<file path="src/rtl/fifo_word_reader.sv">
// Read-domain consumer for cdc_fifo: packs consecutive FWFT bytes into little-endian words
// and hands them downstream on valid/ready, with a flush that emits a partial word.
module fifo_word_reader #(
    parameter int DATA_WIDTH     = 8,
    parameter int BYTES_PER_WORD = 4,
    parameter int COUNT_WIDTH    = 16
) (
    input  logic                                   clock,
    input  logic                                   reset,
    input  logic                                   read_empty,
    input  logic [DATA_WIDTH-1:0]                  read_data,
    output logic                                   read_next,
    input  logic                                   flush,
    output logic [DATA_WIDTH*BYTES_PER_WORD-1:0]   word_data,
    output logic [$clog2(BYTES_PER_WORD+1)-1:0]    word_bytes,
    output logic                                   word_valid,
    input  logic                                   word_ready,
    output logic                                   busy,
    output logic [COUNT_WIDTH-1:0]                 words_sent
);

    localparam int LW = $clog2(BYTES_PER_WORD + 1);
    localparam int WW = DATA_WIDTH * BYTES_PER_WORD;

    logic [BYTES_PER_WORD-1:0][DATA_WIDTH-1:0] acc_q, acc_d, masked;
    logic [LW-1:0]          lane_count_q, lane_count_d, wr_lane;
    logic                   flush_pending_q, flush_pending_d;
    logic                   word_valid_q, word_valid_d;
    logic [WW-1:0]          word_data_q, word_data_d;
    logic [LW-1:0]          word_bytes_q, word_bytes_d;
    logic [COUNT_WIDTH-1:0] words_sent_q, words_sent_d;

    logic slot_free, full, load, pop;

    assign slot_free = !word_valid_q || word_ready;
    assign full      = (lane_count_q == LW'(BYTES_PER_WORD));
    assign load      = slot_free && (full || (flush_pending_q && lane_count_q != '0));
    assign pop       = !reset && !read_empty && !flush_pending_q && (!full || load);
    assign wr_lane   = load ? '0 : lane_count_q;

    // A load and a pop may share a cycle: the new byte lands in lane 0 of the freshly cleared accumulator.
    always_comb begin
        acc_d           = acc_q;
        lane_count_d    = lane_count_q;
        flush_pending_d = flush_pending_q;
        word_valid_d    = word_valid_q;
        word_data_d     = word_data_q;
        word_bytes_d    = word_bytes_q;
        words_sent_d    = words_sent_q;
        masked          = '0;

        for (int i = 0; i < BYTES_PER_WORD; i++) begin
            if (LW'(i) < lane_count_q) begin
                masked[i] = acc_q[i];
            end
        end

        if (word_valid_q && word_ready) begin
            word_valid_d = 1'b0;
            words_sent_d = words_sent_q + COUNT_WIDTH'(1);
        end

        if (flush && !flush_pending_q && lane_count_q != '0) begin
            flush_pending_d = 1'b1;
        end

        if (load) begin
            word_data_d     = masked;
            word_bytes_d    = lane_count_q;
            word_valid_d    = 1'b1;
            acc_d           = '0;
            lane_count_d    = '0;
            flush_pending_d = 1'b0;
        end

        if (pop) begin
            for (int i = 0; i < BYTES_PER_WORD; i++) begin
                if (LW'(i) == wr_lane) begin
                    acc_d[i] = read_data;
                end
            end
            lane_count_d = wr_lane + LW'(1);
        end
    end

    always_ff @(posedge clock) begin
        if (reset) begin
            acc_q           <= '0;
            lane_count_q    <= '0;
            flush_pending_q <= 1'b0;
            word_valid_q    <= 1'b0;
            word_data_q     <= '0;
            word_bytes_q    <= '0;
            words_sent_q    <= '0;
        end else begin
            acc_q           <= acc_d;
            lane_count_q    <= lane_count_d;
            flush_pending_q <= flush_pending_d;
            word_valid_q    <= word_valid_d;
            word_data_q     <= word_data_d;
            word_bytes_q    <= word_bytes_d;
            words_sent_q    <= words_sent_d;
        end
    end

    assign read_next  = pop;
    assign word_data  = word_data_q;
    assign word_bytes = word_bytes_q;
    assign word_valid = word_valid_q;
    assign words_sent = words_sent_q;
    assign busy       = (lane_count_q != '0) || word_valid_q || flush_pending_q;

endmodule

</file>
<file path="config.mk">
export PLATFORM = sky130hd
export DESIGN_NAME = fifo_word_reader
export DESIGN_NICKNAME = d
export VERILOG_FILES = /design/src/rtl/fifo_word_reader.sv
export SDC_FILE = /design/constraint.sdc
export NUM_CORES = 1
export LEC_CHECK = 0
export CAP_MARGIN = 20
export CORE_UTILIZATION = 35
export DETAILED_ROUTE_END_ITERATION = 10
export GPL_TIMING_DRIVEN = 1
export RECOVER_POWER = 50
export SLEW_MARGIN = 40
export SYNTH_ARGS = -nofsm -noshare
export SYNTH_HDL_FRONTEND = slang
export SYNTH_SLANG_ARGS = --single-unit
</file>
<file path="constraint.sdc">
create_clock -name clock -period 2.3 [get_ports clock]
set_input_delay 0.575 -clock clock [delete_from_list [all_inputs] [get_ports clock]]
set_output_delay 0.575 -clock clock [all_outputs]
set_load 0.01 [all_outputs]
</file>
==> flow_summary_export.csv <==
group,metric,value,unit
drt,ant_nets,0,
power_and_ir_drop,design_power_total,2.87,mW
timing,slew_headroom,0.442,
min_path,min_path_type,"reg -> reg",
setup_path,data_required_time_of_the_worst_path,2.60,ns
drt,routed_wl,7.27,mm
placement,post-place-cells,479,
clock_network,clock-root-buffer,"sky130_fd_sc_hd__clkbuf_8",
global_route,initial_antenna_violation_count,0,
logic_synthesis,postSynthRegisterBits,88,
status,violations,"DRC",
setup_path,crit_path_arrival_time,2.46,ns
setup_path,cp_slowest_cell,"sky130_fd_sc_hd__or3b_4",
min_path,worstHoldPathCells,1,
placement,numPortBuffers,66,
flow_run,cap_viol_max_count,0,
floorplanning,floorplan.rows,34,
logic_synthesis,synth_flop_type,"sky130_fd_sc_hd__dfxtp_1",
cells_and_area,antennaDiodeCount,0,
global_route,grt_use_met1,0.210,
setup_path,cell_mode_on_critical_path,"sky130_fd_sc_hd__ha_1",
cells_and_area,final_net_count,403,
placement,hpwl,4.99,mm
cells_and_area,layoutNonFillerInstCount,498,
setup_path,critPathLaunch,"lane_count_q[2]",
power_and_ir_drop,leakage,1.72,nW
drt,routed_len_inst,14.6,um
setup_path,timing.critical_path.cells,"or3b_4 -> a21oi_4 -> nor2b_1 -> ha_1 -> ha_1 -> o211a_1 -> or3b_1 -> a21oi_1",
global_route,globalRouteTotalUtil,0.162,
clock_network,cts_made_buffers,9,
drt,drt_via_density,5.12,
global_route,global_route.peak_usage_layer,"met2",
setup_path,r2r_slack,0.14,ns
timing,max_freq,464,MHz
timing,transition_at_the_pin_with_the_smallest_max_transition_slack,0.837,ns
global_route,grt_use_met3,0.0387,
logic_synthesis,synth.most_common_cell,"sky130_fd_sc_hd__dfxtp_1",
power_and_ir_drop,cellPowerDensity,658,nW/um^2
floorplanning,floorplan.initialDensity,0.367,
clock_network,cts_sinks,88,
clock_network,cts_buffer_depth,2,
cells_and_area,final_layout_size_suffix_gt1_frac,0.144,
global_route,grt_max_degree,44,
clock_network,clkTransAtPathRegs,0.10,ns
logic_synthesis,gate_count_post_synth,296,
logic_synthesis,synth.yosys.warnings,0,
cells_and_area,syn_to_final_growth,35.0,%
clock_network,cts_tree,"yes",
logic_synthesis,yosys-top-cells-area,"sky130_fd_sc_hd__dfxtp_1, sky130_fd_sc_hd__a22o_1, sky130_fd_sc_hd__nor2_1",
setup_path,cp-endpoint,"acc_q[26]",
logic_synthesis,post_synthesis_cell_area,3230,sq um
global_route,vias_in_the_first_global_route,2422,
logic_synthesis,asyncSetResetFlopFracSynth,0,
timing,setup_violations,0,
placement,place_worst_setup_slack,-0.397,ns
placement,gpl.final_weighted_congestion,0.716,
logic_synthesis,synth_top_cell_area_share,0.546,
timing,timing.final.crit_period,2.16,ns
logic_synthesis,synth_enable_flop_cells,0,
setup_path,r2r-end,"acc_q[26]",
min_path,min-delay-start,"word_bytes[2]",
global_route,met2_usage,0.254,
logic_synthesis,synth-seq-area-share,0.546,
status,run_status,"finished with violations",
logic_synthesis,count_of_cell_types_in_the_netlist,41,
timing,rsz_0062_raised_after_global_routing,"no",
timing,setup_slack,0.143,ns
setup_path,worstPathMaxFanout,4,
floorplanning,floorplan.io_pins,67,
timing,number_of_endpoints_with_negative_hold_slack_in_the_final_report,0,
power_and_ir_drop,worst_ir_drop_vdd,0.255,mV
drt,detailroute.via_count,2548,
logic_synthesis,postSynthNetCount,314,
drt,tritonroute_pass_1_iters,7,
floorplanning,die_area,9610,sq um
clock_network,insertion_delay,0.37,ns
setup_path,timing.rr.start,"lane_count_q[2]",
floorplanning,die_h,98.1,um
setup_path,crit_type,"reg -> reg",
logic_synthesis,synth_top_cells_by_count,"sky130_fd_sc_hd__dfxtp_1, sky130_fd_sc_hd__a22o_1, sky130_fd_sc_hd__nor2_1",
timing,final.period_utilization,0.938,
setup_path,setup.worst_path.end_class,"flop",
floorplanning,floorplan.die.width,98.1,um
timing,finalMaxSlewViolations,0,
logic_synthesis,synthesized_area_per_cell,10.9,sq um
global_route,overflow,0,
timing,fin_worst_skew,0.0127,ns
setup_path,ff2ff_path_depth,8,
clock_network,clock_tree.htree_level_count,3,
drt,initialDrtViolationCount,90,
setup_path,setup.worst_path.start_class,"flop",
global_route,grt_pass1_wl,12.3,mm
floorplanning,core,8810,sq um
timing,hold-worst-slack,0.464,ns
setup_path,max_stage_delay,0.40,ns
logic_synthesis,synth_largest_area_cell,"sky130_fd_sc_hd__dfxtp_1",
drt,detail_route.drc_violations,7,
-- cell type report --
| class | count | area, sq um |
|---|---|---|
| sequential | 88 | 1770 |
| multi-input combinational | 187 | 1400 |
| clock inverter | 7 | 75.1 |
| timing repair buffer | 94 | 837 |
| clock buffer | 9 | 124 |
| inverter | 5 | 18.8 |
| tap | 108 | 135 |
| fill | 813 | 4450 |
-- power breakdown --
| part | total, mW | internal (mW) | switching (mW) |
|---|---|---|---|
| combinational | 0.229 | 0.103 | 0.126 |
| clock | 1.06 | 0.430 | 0.633 |
| sequential | 1.58 | 1.55 | 0.0248 |
| total | 2.87 | 2.08 | 0.783 |
-- critical path: cells and delay by family, from the launching register on --
family	cells	cell delay, ns
AO/OA/AOI/OAI	3	0.48
adder cells (fa/ha/maj)	2	0.39
flip-flops	1	0.38
AND/OR/NAND/NOR	3	0.86
-- kinds of logic after synthesis --
family          after synthesis  synth area share
compound gates               78             0.197
xor+xnor                     11            0.0298
fa+ha+maj                     5            0.0194
buf+inv                      21            0.0291
flops                        88             0.546
mux                          13            0.0415
simple gates                 80             0.138
-- stage by stage --
step / util / cell area, sq um / TNS, ns
6_report: 0.495 / 4360 / 0
5_1_grt: 0.495 / 4360 / 0
4_1_cts: 0.500 / 4400 / 0
3_5_place_dp: 0.474 / 4170 / -7.63
3_3_place_gp: 0.474 / 4170 / -6.36
2_1_floorplan: - / 3250 / 0
-- timing repair --
| item | in CTS | in global routing |
|---|---|---|
| setup endpoints to repair | 2 | 10 |
| resized for setup | 7 | 8 |
| hold buffers | 0 | 0 |
| buffers inserted | 3 | 0 |
| cloned | 0 | 0 |
| pin swaps | 2 | 2 |
-- cell usage in the layout (no fill, tap or decap), types with 5 or more instances in the layout --
cell	netlist	layout
sky130_fd_sc_hd__dfxtp_1	88	84
sky130_fd_sc_hd__a22o_1	55	55
sky130_fd_sc_hd__clkdlybuf4s50_1	0	47
sky130_fd_sc_hd__nor2_1	27	27
sky130_fd_sc_hd__buf_4	2	18
sky130_fd_sc_hd__dlygate4sd3_1	0	15
sky130_fd_sc_hd__mux2i_1	10	10
sky130_fd_sc_hd__clkbuf_8	0	9
sky130_fd_sc_hd__nand2_1	8	8
sky130_fd_sc_hd__nand3_1	8	8
sky130_fd_sc_hd__clkbuf_1	8	8
sky130_fd_sc_hd__xor2_1	7	7
sky130_fd_sc_hd__a21oi_1	6	6
sky130_fd_sc_hd__inv_1	5	5
sky130_fd_sc_hd__nor2b_1	5	5
sky130_fd_sc_hd__o21ai_0	6	5
sky130_fd_sc_hd__ha_1	5	5
-- per-layer routing --
layer	wire length, um	share of wire
met1	3560	0.49
met2	3250	0.45
met3	324	0.045
met4	137	0.019
met5	0	0
-- state kept, by name, indices dropped and copies added (netlist names) --
name,cells
acc_q,32
flush_pending_q,1
lane_count_q,3
word_bytes,3
word_data,32
word_valid,1
words_sent,16
-- how the worst min path moves through the flow --
stage / end
after global routing: word_bytes[2]
after detailed placement: word_bytes[2]
after floorplan: word_data[26]
after global placement: word_bytes[2]
final: word_bytes[2]
after CTS: word_bytes[2]
Power figures use the tool's default switching activity.
